[src/rtl/sd_init_sequencer.sv]
// SPI-mode SD card power-up sequencer: CMD0 -> CMD8 -> (CMD55+ACMD41)* [-> CMD58] over a start/done
// handshake to the command engine. Define SD_INIT_CMD58_EN to read the OCR (CCS) on v2 cards.
module sd_init_sequencer #(
  parameter int NRESP_W          = 6,
  parameter int POWERUP_CYCLES   = 1024,
  parameter int CMD0_RETRIES     = 8,
  parameter int ACMD41_RETRIES   = 255,
  parameter int RETRY_GAP_CYCLES = 64
) (
  input  logic               clk,
  input  logic               rst_n,
  input  logic               init_start,
  output logic               cmd_start,
  output logic [5:0]         cmd_index,
  output logic [31:0]        cmd_arg,
  output logic [6:0]         cmd_crc,
  output logic [NRESP_W-1:0] cmd_nresp,
  input  logic               cmd_done,
  input  logic [39:0]        cmd_resp,
  output logic               busy,
  output logic               ready,
  output logic               error,
  output logic [2:0]         err_code,
  output logic               sd_v2,
  output logic               ccs
);

  localparam int DLY_MAX = (POWERUP_CYCLES > RETRY_GAP_CYCLES) ? POWERUP_CYCLES : RETRY_GAP_CYCLES;
  localparam int RTY_MAX = (CMD0_RETRIES > ACMD41_RETRIES) ? CMD0_RETRIES : ACMD41_RETRIES;
  localparam int CW      = $clog2(DLY_MAX + 1);
  localparam int AW      = $clog2(RTY_MAX + 1);

  typedef enum logic [2:0] {
    S_IDLE, S_PWRUP, S_ISSUE, S_WAIT, S_GAP, S_READY, S_ERROR
  } state_t;

  typedef enum logic [2:0] {C0, C8, C55, A41, C58} cmd_t;

  state_t        state, state_n;
  cmd_t          cur_cmd, cur_cmd_n;
  logic [CW-1:0] cnt, cnt_n;
  logic [AW-1:0] attempt, attempt_n, attempt_inc;
  logic          sd_v2_n;
  logic [2:0]    err_code_n;
  logic [7:0]    r1;
  logic          unused_resp;

  assign r1          = cmd_resp[39:32];
  assign attempt_inc = attempt + AW'(1);
  assign unused_resp = ^cmd_resp[31:12];

  assign busy  = (state == S_PWRUP) || (state == S_ISSUE) || (state == S_WAIT) || (state == S_GAP);
  assign ready = (state == S_READY);
  assign error = (state == S_ERROR);

`ifdef SD_INIT_CMD58_EN
  logic ccs_n;
`endif

  always_ff @(posedge clk) begin
    if (!rst_n) begin
      state    <= S_IDLE;
      cur_cmd  <= C0;
      cnt      <= '0;
      attempt  <= '0;
      sd_v2    <= 1'b0;
      err_code <= 3'd0;
    end else begin
      state    <= state_n;
      cur_cmd  <= cur_cmd_n;
      cnt      <= cnt_n;
      attempt  <= attempt_n;
      sd_v2    <= sd_v2_n;
      err_code <= err_code_n;
    end
  end

`ifdef SD_INIT_CMD58_EN
  always_ff @(posedge clk) begin
    if (!rst_n) ccs <= 1'b0;
    else        ccs <= ccs_n;
  end
`else
  assign ccs = 1'b0;
`endif

  // Command frame fields are loaded on entry to ISSUE and held through WAIT.
  always_ff @(posedge clk) begin
    if (!rst_n) begin
      cmd_index <= '0;
      cmd_arg   <= '0;
      cmd_crc   <= '0;
      cmd_nresp <= '0;
    end else if (state_n == S_ISSUE) begin
      case (cur_cmd_n)
        C0: begin
          cmd_index <= 6'd0;  cmd_arg <= 32'h0;     cmd_crc <= 7'h4A; cmd_nresp <= NRESP_W'(0);
        end
        C8: begin
          cmd_index <= 6'd8;  cmd_arg <= 32'h1AA;   cmd_crc <= 7'h43; cmd_nresp <= NRESP_W'(4);
        end
        C55: begin
          cmd_index <= 6'd55; cmd_arg <= 32'h0;     cmd_crc <= 7'h7F; cmd_nresp <= NRESP_W'(0);
        end
        A41: begin
          cmd_index <= 6'd41; cmd_arg <= sd_v2_n ? 32'h4000_0000 : 32'h0;
          cmd_crc   <= 7'h7F; cmd_nresp <= NRESP_W'(0);
        end
        default: begin
          cmd_index <= 6'd58; cmd_arg <= 32'h0;     cmd_crc <= 7'h7F; cmd_nresp <= NRESP_W'(4);
        end
      endcase
    end
  end

  always_comb begin
    state_n    = state;
    cur_cmd_n  = cur_cmd;
    cnt_n      = cnt;
    attempt_n  = attempt;
    sd_v2_n    = sd_v2;
    err_code_n = err_code;
    cmd_start  = 1'b0;
`ifdef SD_INIT_CMD58_EN
    ccs_n      = ccs;
`endif
    case (state)
      S_IDLE, S_READY, S_ERROR: begin
        if (init_start) begin
          state_n    = S_PWRUP;
          cur_cmd_n  = C0;
          cnt_n      = '0;
          attempt_n  = '0;
          sd_v2_n    = 1'b0;
          err_code_n = 3'd0;
`ifdef SD_INIT_CMD58_EN
          ccs_n      = 1'b0;
`endif
        end
      end
      S_PWRUP: begin
        if (cnt == CW'(POWERUP_CYCLES - 1)) begin
          state_n   = S_ISSUE;
          cur_cmd_n = C0;
        end else begin
          cnt_n = cnt + CW'(1);
        end
      end
      S_ISSUE: begin
        cmd_start = 1'b1;
        state_n   = S_WAIT;
      end
      S_WAIT: begin
        if (cmd_done) begin
          // Attempt count spans the whole CMD55/ACMD41 loop; it clears only on phase change.
          case (cur_cmd)
            C0: begin
              if (r1 == 8'h01) begin
                state_n = S_ISSUE; cur_cmd_n = C8; attempt_n = '0;
              end else begin
                attempt_n = attempt_inc;
                if (attempt_inc == AW'(CMD0_RETRIES)) begin
                  state_n = S_ERROR; err_code_n = 3'd1;
                end else begin
                  state_n = S_GAP; cnt_n = '0;
                end
              end
            end
            C8: begin
              if (r1 == 8'h01) begin
                if (cmd_resp[11:0] == 12'h1AA) begin
                  sd_v2_n = 1'b1; state_n = S_ISSUE; cur_cmd_n = C55; attempt_n = '0;
                end else begin
                  state_n = S_ERROR; err_code_n = 3'd3;
                end
              end else if (r1 == 8'h05) begin
                sd_v2_n = 1'b0; state_n = S_ISSUE; cur_cmd_n = C55; attempt_n = '0;
              end else begin
                state_n = S_ERROR; err_code_n = 3'd2;
              end
            end
            C55: begin
              if (r1 == 8'h00 || r1 == 8'h01) begin
                state_n = S_ISSUE; cur_cmd_n = A41;
              end else begin
                state_n = S_ERROR; err_code_n = 3'd4;
              end
            end
            A41: begin
              if (r1 == 8'h00) begin
`ifdef SD_INIT_CMD58_EN
                if (sd_v2) begin
                  state_n = S_ISSUE; cur_cmd_n = C58; attempt_n = '0;
                end else begin
                  state_n = S_READY;
                end
`else
                state_n = S_READY;
`endif
              end else if (r1 == 8'h01) begin
                attempt_n = attempt_inc;
                cur_cmd_n = C55;
                if (attempt_inc == AW'(ACMD41_RETRIES)) begin
                  state_n = S_ERROR; err_code_n = 3'd5;
                end else begin
                  state_n = S_GAP; cnt_n = '0;
                end
              end else begin
                state_n = S_ERROR; err_code_n = 3'd4;
              end
            end
            default: begin
`ifdef SD_INIT_CMD58_EN
              if (r1 == 8'h00) begin
                ccs_n = cmd_resp[30]; state_n = S_READY;
              end else begin
                state_n = S_ERROR; err_code_n = 3'd6;
              end
`else
              state_n = S_ERROR; err_code_n = 3'd4;
`endif
            end
          endcase
        end
      end
      S_GAP: begin
        if (cnt == CW'(RETRY_GAP_CYCLES - 1)) state_n = S_ISSUE;
        else                                  cnt_n   = cnt + CW'(1);
      end
      default: state_n = S_IDLE;
    endcase
  end

endmodule

[config.mk]
export PLATFORM = sky130hd
export DESIGN_NAME = sd_init_sequencer
export DESIGN_NICKNAME = d
export VERILOG_FILES = /design/src/rtl/sd_init_sequencer.sv
export SDC_FILE = /design/constraint.sdc
export NUM_CORES = 1
export LEC_CHECK = 0
export ABC_AREA = 1
export CAP_MARGIN = 10
export CORE_UTILIZATION = 30
export CTS_BUF_LIST = sky130_fd_sc_hd__clkbuf_4 sky130_fd_sc_hd__clkbuf_8
export CTS_CLUSTER_SIZE = 24
export DETAILED_ROUTE_END_ITERATION = 8
export MAX_ROUTING_LAYER = met4
export PLACE_DENSITY_LB_ADDON = 0.15
export SYNTH_ARGS = -nofsm -noshare
export SYNTH_HDL_FRONTEND = slang
export SYNTH_SLANG_ARGS = --single-unit
[constraint.sdc]
create_clock -name clk -period 2.9 [get_ports clk]
set_input_delay 0.58 -clock clk [delete_from_list [all_inputs] [get_ports clk]]
set_output_delay 0.58 -clock clk [all_outputs]
set_load 0.1 [all_outputs]
==> impl_metrics.json <==
{
  "fin_crit_ns": 2.380,
  "place_hpwl_mm": 6.356,
  "clock_latency_ns": 0.29,
  "netlist_area_mm2": 0.003194,
  "synth_seq_cells": 41,
  "drc": 0,
  "power.density_mw_per_mm2": 400.4,
  "wl_per_cell_um": 11.63,
  "path_class": "in2reg",
  "synth-compound-area-share_pct": 11.20,
  "cp_max_fo": 10,
  "track_usage_pct": 15.30,
  "gp_congestion": 0.8678,
  "finalSetupViolCount": 0,
  "synthArstFlopShare_pct": 0,
  "die_area_mm2": 0.01106,
  "hold_violations": 0,
  "dp.cells": 678,
  "clock_skew_ns": 0.008956,
  "post_cts_resized": 0,
  "start_util_pct": 30.94,
  "cts_tree": "yes",
  "yosys.area_share.simple_pct": 40.78,
  "cts.htree.levels": 2,
  "vias_per_cell": 4.593,
  "netlist.area_leader.share_pct": 25.70,
  "synth_edf_count": 0,
  "p_leak_nw": 1.679,
  "drtIter0Drc": 78,
  "ys_types": 38,
  "cts_buffers": 5,
  "root_buffer": "clkbuf_8",
  "fin_crit_sh_pct": 82.08,
  "drt-total-wl_mm": 7.975,
  "fin_tns_setup_ns": 0,
  "drive_above_1_share_pct": 15.27,
  "syn_avg_cell_area_um2": 6.401,
  "holdCritPathClass": "reg2reg",
  "maxSlewViolCount": 0,
  "synth.largest_area_cell": "dfxtp_1",
  "port-buffer-count": 51,
  "dieWidth_um": 105.2,
  "max_freq_ghz": 0.4201,
  "clk_pin_slew_ns": 0.08,
  "cp.required_ns": 3.12,
  "synth_xor_area_share_pct": 1.645,
  "drtAntennaViolNets": 0,
  "cp-start-kind": "input pin",
  "cap_violations": 0,
  "grt_pass1_vias": 2967,
  "yosysWarnings": 0,
  "grt_pass1_wl_mm": 13.51,
  "overflow": 0,
  "synth_mux_area_share_pct": 0,
  "synth_fa_ha_area_share_pct": 2.193,
  "layout.nets": 598,
  "hold_buffers": 0,
  "core_mm2": 0.01032,
  "drt_first_pass_iters": 4,
  "synth.area.top_cells": "dfxtp_1 (26%), nand2_1 (12%), buf_4 (9.4%)",
  "slew_headroom_pct": 65.29,
  "routed-via-count": 3151,
  "grt_max_degree": 19,
  "outcome": "complete, no violations",
  "rsz0062_at_grt": "no",
  "antenna_found_initial": 0,
  "fin_cells": 686,
  "clockBufferDepth": 2,
  "die_h_um": 105.2,
  "cts_setup_buffers": 0,
  "area_growth_pct": 18.06,
  "ys_seq_area_share_pct": 25.70,
  "arrival_ns": 2.60,
  "ios": 104,
  "diodes": 0,
  "peakVddDrop_uv": 197.3,
  "netlist_instances": 499,
  "synthFlopType": "dfxtp_1",
  "synth_top_family_by_area": "simple AND/OR/NAND/NOR gates",
  "cts.sinks": 41,
  "endpoint_kind": "flip-flop",
  "tightestPinTransition_ns": 0.5175,
  "rows": 37
}
[power breakdown]
| part | total (W) | switching (W) | internal, W |
|---|---|---|---|
| Sequential | 0.000595 | 0.0000183 | 0.000577 |
| Combinational | 0.000425 | 0.000327 | 0.0000975 |
| Clock | 0.000490 | 0.000200 | 0.000290 |
| Total | 0.00151 | 0.000545 | 0.000965 |
[worst paths after layout]
path                                start                         to  slack, ns  depth (start not counted)
setup / recovery             cmd_resp[32]  cmd_index[4]$_SDFFE_PN0N_       0.52                         13
hold / removal    cmd_crc[3]$_SDFFE_PN0N_    cmd_crc[3]$_SDFFE_PN0N_       0.46                          2
setup reg to reg      cnt[0]$_SDFFE_PN0P_  cmd_index[4]$_SDFFE_PN0N_       0.68                         11
hold reg to reg   cmd_crc[3]$_SDFFE_PN0N_    cmd_crc[3]$_SDFFE_PN0N_       0.46                          2
[cell usage after synthesis, types with 9 or more instances]
cell type  count
o21ai_0       22
a21oi_1       36
nand4_1       11
buf_4         40
nor2_1        53
inv_1         56
nor2_2         9
nor3_1        12
nand2_2       10
nand3_1       51
nand2_1      101
dfxtp_1       41
[metrics by stage]
stage | util, % | instance area (um2) | worst slack (ns) | hold WS [ns] | power (W)
3_5_place_dp | 35.37 | 3651 | 0.2059 | 0.4571 | 0.001033
5_1_grt | 36.53 | 3771 | 0.3112 | 0.4861 | 0.001584
3_3_place_gp | 35.37 | 3651 | 0.2160 | 0.4595 | 0.001032
4_1_cts | 36.53 | 3771 | 0.4949 | 0.4694 | 0.001530
6_report | 36.53 | 3771 | 0.5197 | 0.4647 | 0.001510
2_1_floorplan | - | 3311 | 0.2783 | 0.4435 | 0.0009752
[area by class of cell]
| class | instances | area, um2 |
|---|---|---|
| Tap cell | 136 | 170.2 |
| Sequential cell | 41 | 820.8 |
| Inverter | 61 | 229.0 |
| Clock inverter | 1 | 30.03 |
| Timing Repair Buffer | 61 | 528.0 |
| Fill cell | 1148 | 6553 |
| Multi-Input combinational cell | 379 | 1903 |
| Clock buffer | 7 | 90.09 |
[cells by family (layout without fill, tap and decap cells)]
| logic type | after synthesis | count (layout) |
|---|---|---|
| adders and majority gates | 5 | 5 |
| and+or+nand+nor | 268 | 268 |
| AOI/OAI and AO/OA | 68 | 68 |
| other | 1 | 32 |
| buffers and inverters | 110 | 130 |
| xor gates and xnor gates | 6 | 6 |
| DFF | 41 | 41 |
[worst max-delay path, stage by stage]
cell	delay (ns)
clkdlybuf4s50_1	0.46
inv_1	0.05
nor2_1	0.14
nand2_2	0.11
nor2_8	0.17
nand3_1	0.15
nand3_1	0.12
nand3_1	0.07
nand2_1	0.10
nand2_1	0.14
nor2_8	0.19
nand3_1	0.18
o21ai_1	0.15
[registers in the layout, summed over array words and instances (netlist names), 2 cells and up]
register   flops
cmd_crc        4
state          3
attempt        8
cur_cmd        3
cmd_index      5
cnt           11
cmd_arg        2
err_code       3
[cells in the final DEF (no fill, tap or decap)]
cell type,n
a211oi_1,3
a211oi_2,1
a21oi_1,36
buf_12,1
buf_4,37
bufinv_16,1
clkbuf_4,1
clkbuf_8,6
clkdlybuf4s50_1,23
clkinv_1,1
conb_1,32
dfxtp_1,41
fa_1,1
ha_1,4
inv_1,56
inv_2,4
nand2_1,101
nand2_2,10
nand2_4,2
nand3_1,51
nand3_2,2
nand3b_1,3
nand4_1,11
nand4_2,1
nor2_1,53
nor2_2,9
nor2_4,4
nor2_8,2
nor3_1,12
nor3_2,2
nor3b_1,1
nor4_1,2
nor4_2,1
o21ai_0,21
o21ai_1,6
o21bai_1,1
or2_1,1
xnor2_1,1
xor2_1,5
[metal layers]
layer,part of all wire [%],GRT usage (%)
met1,45,17.85
met2,49,26.93
met3,3.8,2.558
met4,1.6,4.225
met5,0,-
(Power assumes the default switching activity.)
==> RTL edit, RTL diff (same settings) <==
Change the parameter `NRESP_W` from 6 to 12.
--- a/src/rtl/sd_init_sequencer.sv
+++ b/src/rtl/sd_init_sequencer.sv
@@ -1,7 +1,7 @@
 // SPI-mode SD card power-up sequencer: CMD0 -> CMD8 -> (CMD55+ACMD41)* [-> CMD58] over a start/done
 // handshake to the command engine. Define SD_INIT_CMD58_EN to read the OCR (CCS) on v2 cards.
 module sd_init_sequencer #(
-  parameter int NRESP_W          = 6,
+  parameter int NRESP_W          = 12,
   parameter int POWERUP_CYCLES   = 1024,
   parameter int CMD0_RETRIES     = 8,
   parameter int ACMD41_RETRIES   = 255,
Interface: changed (resized cmd_nresp); port bits go from 104 to 110. The function was not compared with the original's and may differ.
==> RTL edit against the unedited design <==
Hold slack gained 0.0020 ns; via count grew 0.54%; combinational power grew 7.1%; wire length grew 0.48%; total power grew 2.6%; count of clock-buffer cells in the layout shrank 1; worst setup slack lost 0.19 ns; synthesized area grew 1.4%; sequential cell count is the same; global-route usage shrank 0.081 points; first-iteration DRC count grew 38%; design area grew 0.40%; synthesized cell count grew 1.2%; critical path type is now flip-flop to primary output.
==> RTL edit: results (changes against the unedited design) <==
The run finished with clean final reports. The logs give 13400 µm (was 13500 µm) for the global-route wire length before repair and 108 (was 78) for the violation count after the first detailed-routing iteration. The tools report the vias after detailed routing as 3168 (was 3151). The tools report the global routing met3 resource utilization as 0.0215 (was 0.0256).

The net count reported at finish is 603 (was 598), and the detailed placer's ending HPWL is 6360 µm (about the same). For the met1 track demand over resource, the log shows 0.194 (was 0.178). For the wire length on met2, the log shows 3880 µm (was 3920 µm).

The logs give 169 µV (was 197 µV) for the worst supply voltage drop on vdd and 2.00 ns (was 2.60 ns) for the endpoint arrival time on the critical path. The tools report the wire length on met3 as 288 µm (was 305 µm). The fraction of post-synthesis cell area in the top cell type by area was 0.253 (was 0.257).

The routed metal-1 wirelength was 3740 µm (was 3620 µm); the fraction of the mapped netlist area in compound gates was 0.110 (was 0.112). For the maximum clock skew at final layout, the log shows 0.00552 ns (was 0.00896 ns). Top post-synthesis cells by area: sky130_fd_sc_hd__dfxtp_1 (25%), sky130_fd_sc_hd__nand2_1 (12%), sky130_fd_sc_hd__buf_4 (11%) (was sky130_fd_sc_hd__dfxtp_1 (26%), sky130_fd_sc_hd__nand2_1 (12%), sky130_fd_sc_hd__buf_4 (9.4%)).

The kind of cell adding the most delay to the critical path is buffers and inverters (was simple AND/OR/NAND/NOR gates). The run gives 17 (was 19) as the largest net degree at the start of global routing. The largest fanout of any net on the critical path came out at 10 (unchanged). Number of placed instances, taps included: 683 (was 678). The proportion of layout cells with a drive suffix above 1 is 0.150 (was 0.153).

For the via count of the first global-routing pass, the log shows 2801 (was 2967). The run gives 0.152 (was 0.153) as the all-layer global routing usage. Wire length per cell after detailed routing: 11.6 µm (about the same).

The critical path's largest stage delay works out to 0.35 ns (was 0.46 ns). The latest clock arrival within the worst-skew pair is 0.29 ns (about the same). Share of synthesized cell area in full adder, half adder and majority cells: 0.0216 (was 0.0219). The logs give 0.253 (was 0.257) for the portion of the post-synthesis area used by sequential elements and 0.836 (was 0.868) for the weighted congestion at the end of routability-driven global placement.

The static leakage power is 1.69 nW (was 1.68 nW), and the internal power component is 0.000953 W (was 0.000965 W). The mean cell area of the mapped netlist came out at 6.41 µm² (was 6.40 µm²). The pin slew with the least headroom to its limit works out to 0.602 ns (was 0.517 ns). Commonest cells in the netlist: sky130_fd_sc_hd__nand2_1 (101), sky130_fd_sc_hd__inv_1 (56), sky130_fd_sc_hd__nor2_1 (53) (unchanged).

For the met2 track demand over resource in global routing, the log shows 0.251 (was 0.269). The count of placed standard cells in the final layout, fillers left out came out at 691 (was 686). The number of cells upsized or downsized after cts was 0 (unchanged). The tools report the clock tree root driver cell as sky130_fd_sc_hd__clkbuf_8 (unchanged).

Antenna diode instance count: 0 (unchanged). The tools report the worst setup slack before clock tree synthesis as 0.174 ns (was 0.206 ns). Slowest stage cell on the critical path: sky130_fd_sc_hd__dfxtp_1 (was sky130_fd_sc_hd__clkdlybuf4s50_1).

The highest signal layer in the routed design was met4 (unchanged). Count of warnings emitted by yosys: 0 (unchanged). The fraction of synthesized cell area in xor and xnor cells is 0.0162 (was 0.0165).
==> RTL edit: cell families (layout without fill, tap and decap cells) <==
logic type	count (synthesis)	count (layout)
adder cells (fa/ha/maj)	5	5
buffers and inverters	116	129
XOR/XNOR	6	6
flip-flops	41	41
AO/OA/AOI/OAI	68	68
AND/OR/NAND/NOR	268	268
other	1	38
==> RTL edit: worst paths after layout <==
| path | start | end | slack [ns] | cells past startpoint |
|---|---|---|---|---|
| max reg2reg | cnt[0] | cmd_index[4] | 0.71 | 11 |
| min reg2reg | cmd_crc[1] | cmd_crc[1] | 0.47 | 2 |
| min | cmd_crc[1] | cmd_crc[1] | 0.47 | 2 |
| max | state[1] | busy | 0.32 | 8 |
==> RTL edit: area by class of cell <==
type                            count  area (µm²)
Clock buffer                        6        82.6
Multi-Input combinational cell    385        1930
Fill cell                        1169        6630
Clock inverter                      2        37.5
Tap cell                          136         170
Sequential cell                    41         821
Inverter                           61         229
Timing Repair Buffer               60         520
==> RTL edit: per-stage QoR <==
stage / total power (W) / cell area [µm²]
after floorplan: 0.00102 / 3380
after global placement: 0.00106 / 3670
after detailed placement: 0.00107 / 3670
after CTS: 0.00157 / 3790
after global routing: 0.00163 / 3790
final: 0.00155 / 3790
==> RTL edit: power by group through the flow <==
stage                     clock network [W]  logic (W)  registers [W]
final                              0.000498   0.000455       0.000596
after global routing               0.000538   0.000489       0.000599
after CTS                          0.000515   0.000458       0.000596
after detailed placement                  0   0.000457       0.000609
after global placement                    0   0.000457       0.000608
after floorplan                           0   0.000411       0.000604
==> RTL edit: tightest hold or removal path: stages (launching register included) <==
cell,delay (ns)
sky130_fd_sc_hd__dfxtp_1,0.33
sky130_fd_sc_hd__inv_1,0.05
sky130_fd_sc_hd__a21oi_1,0.05
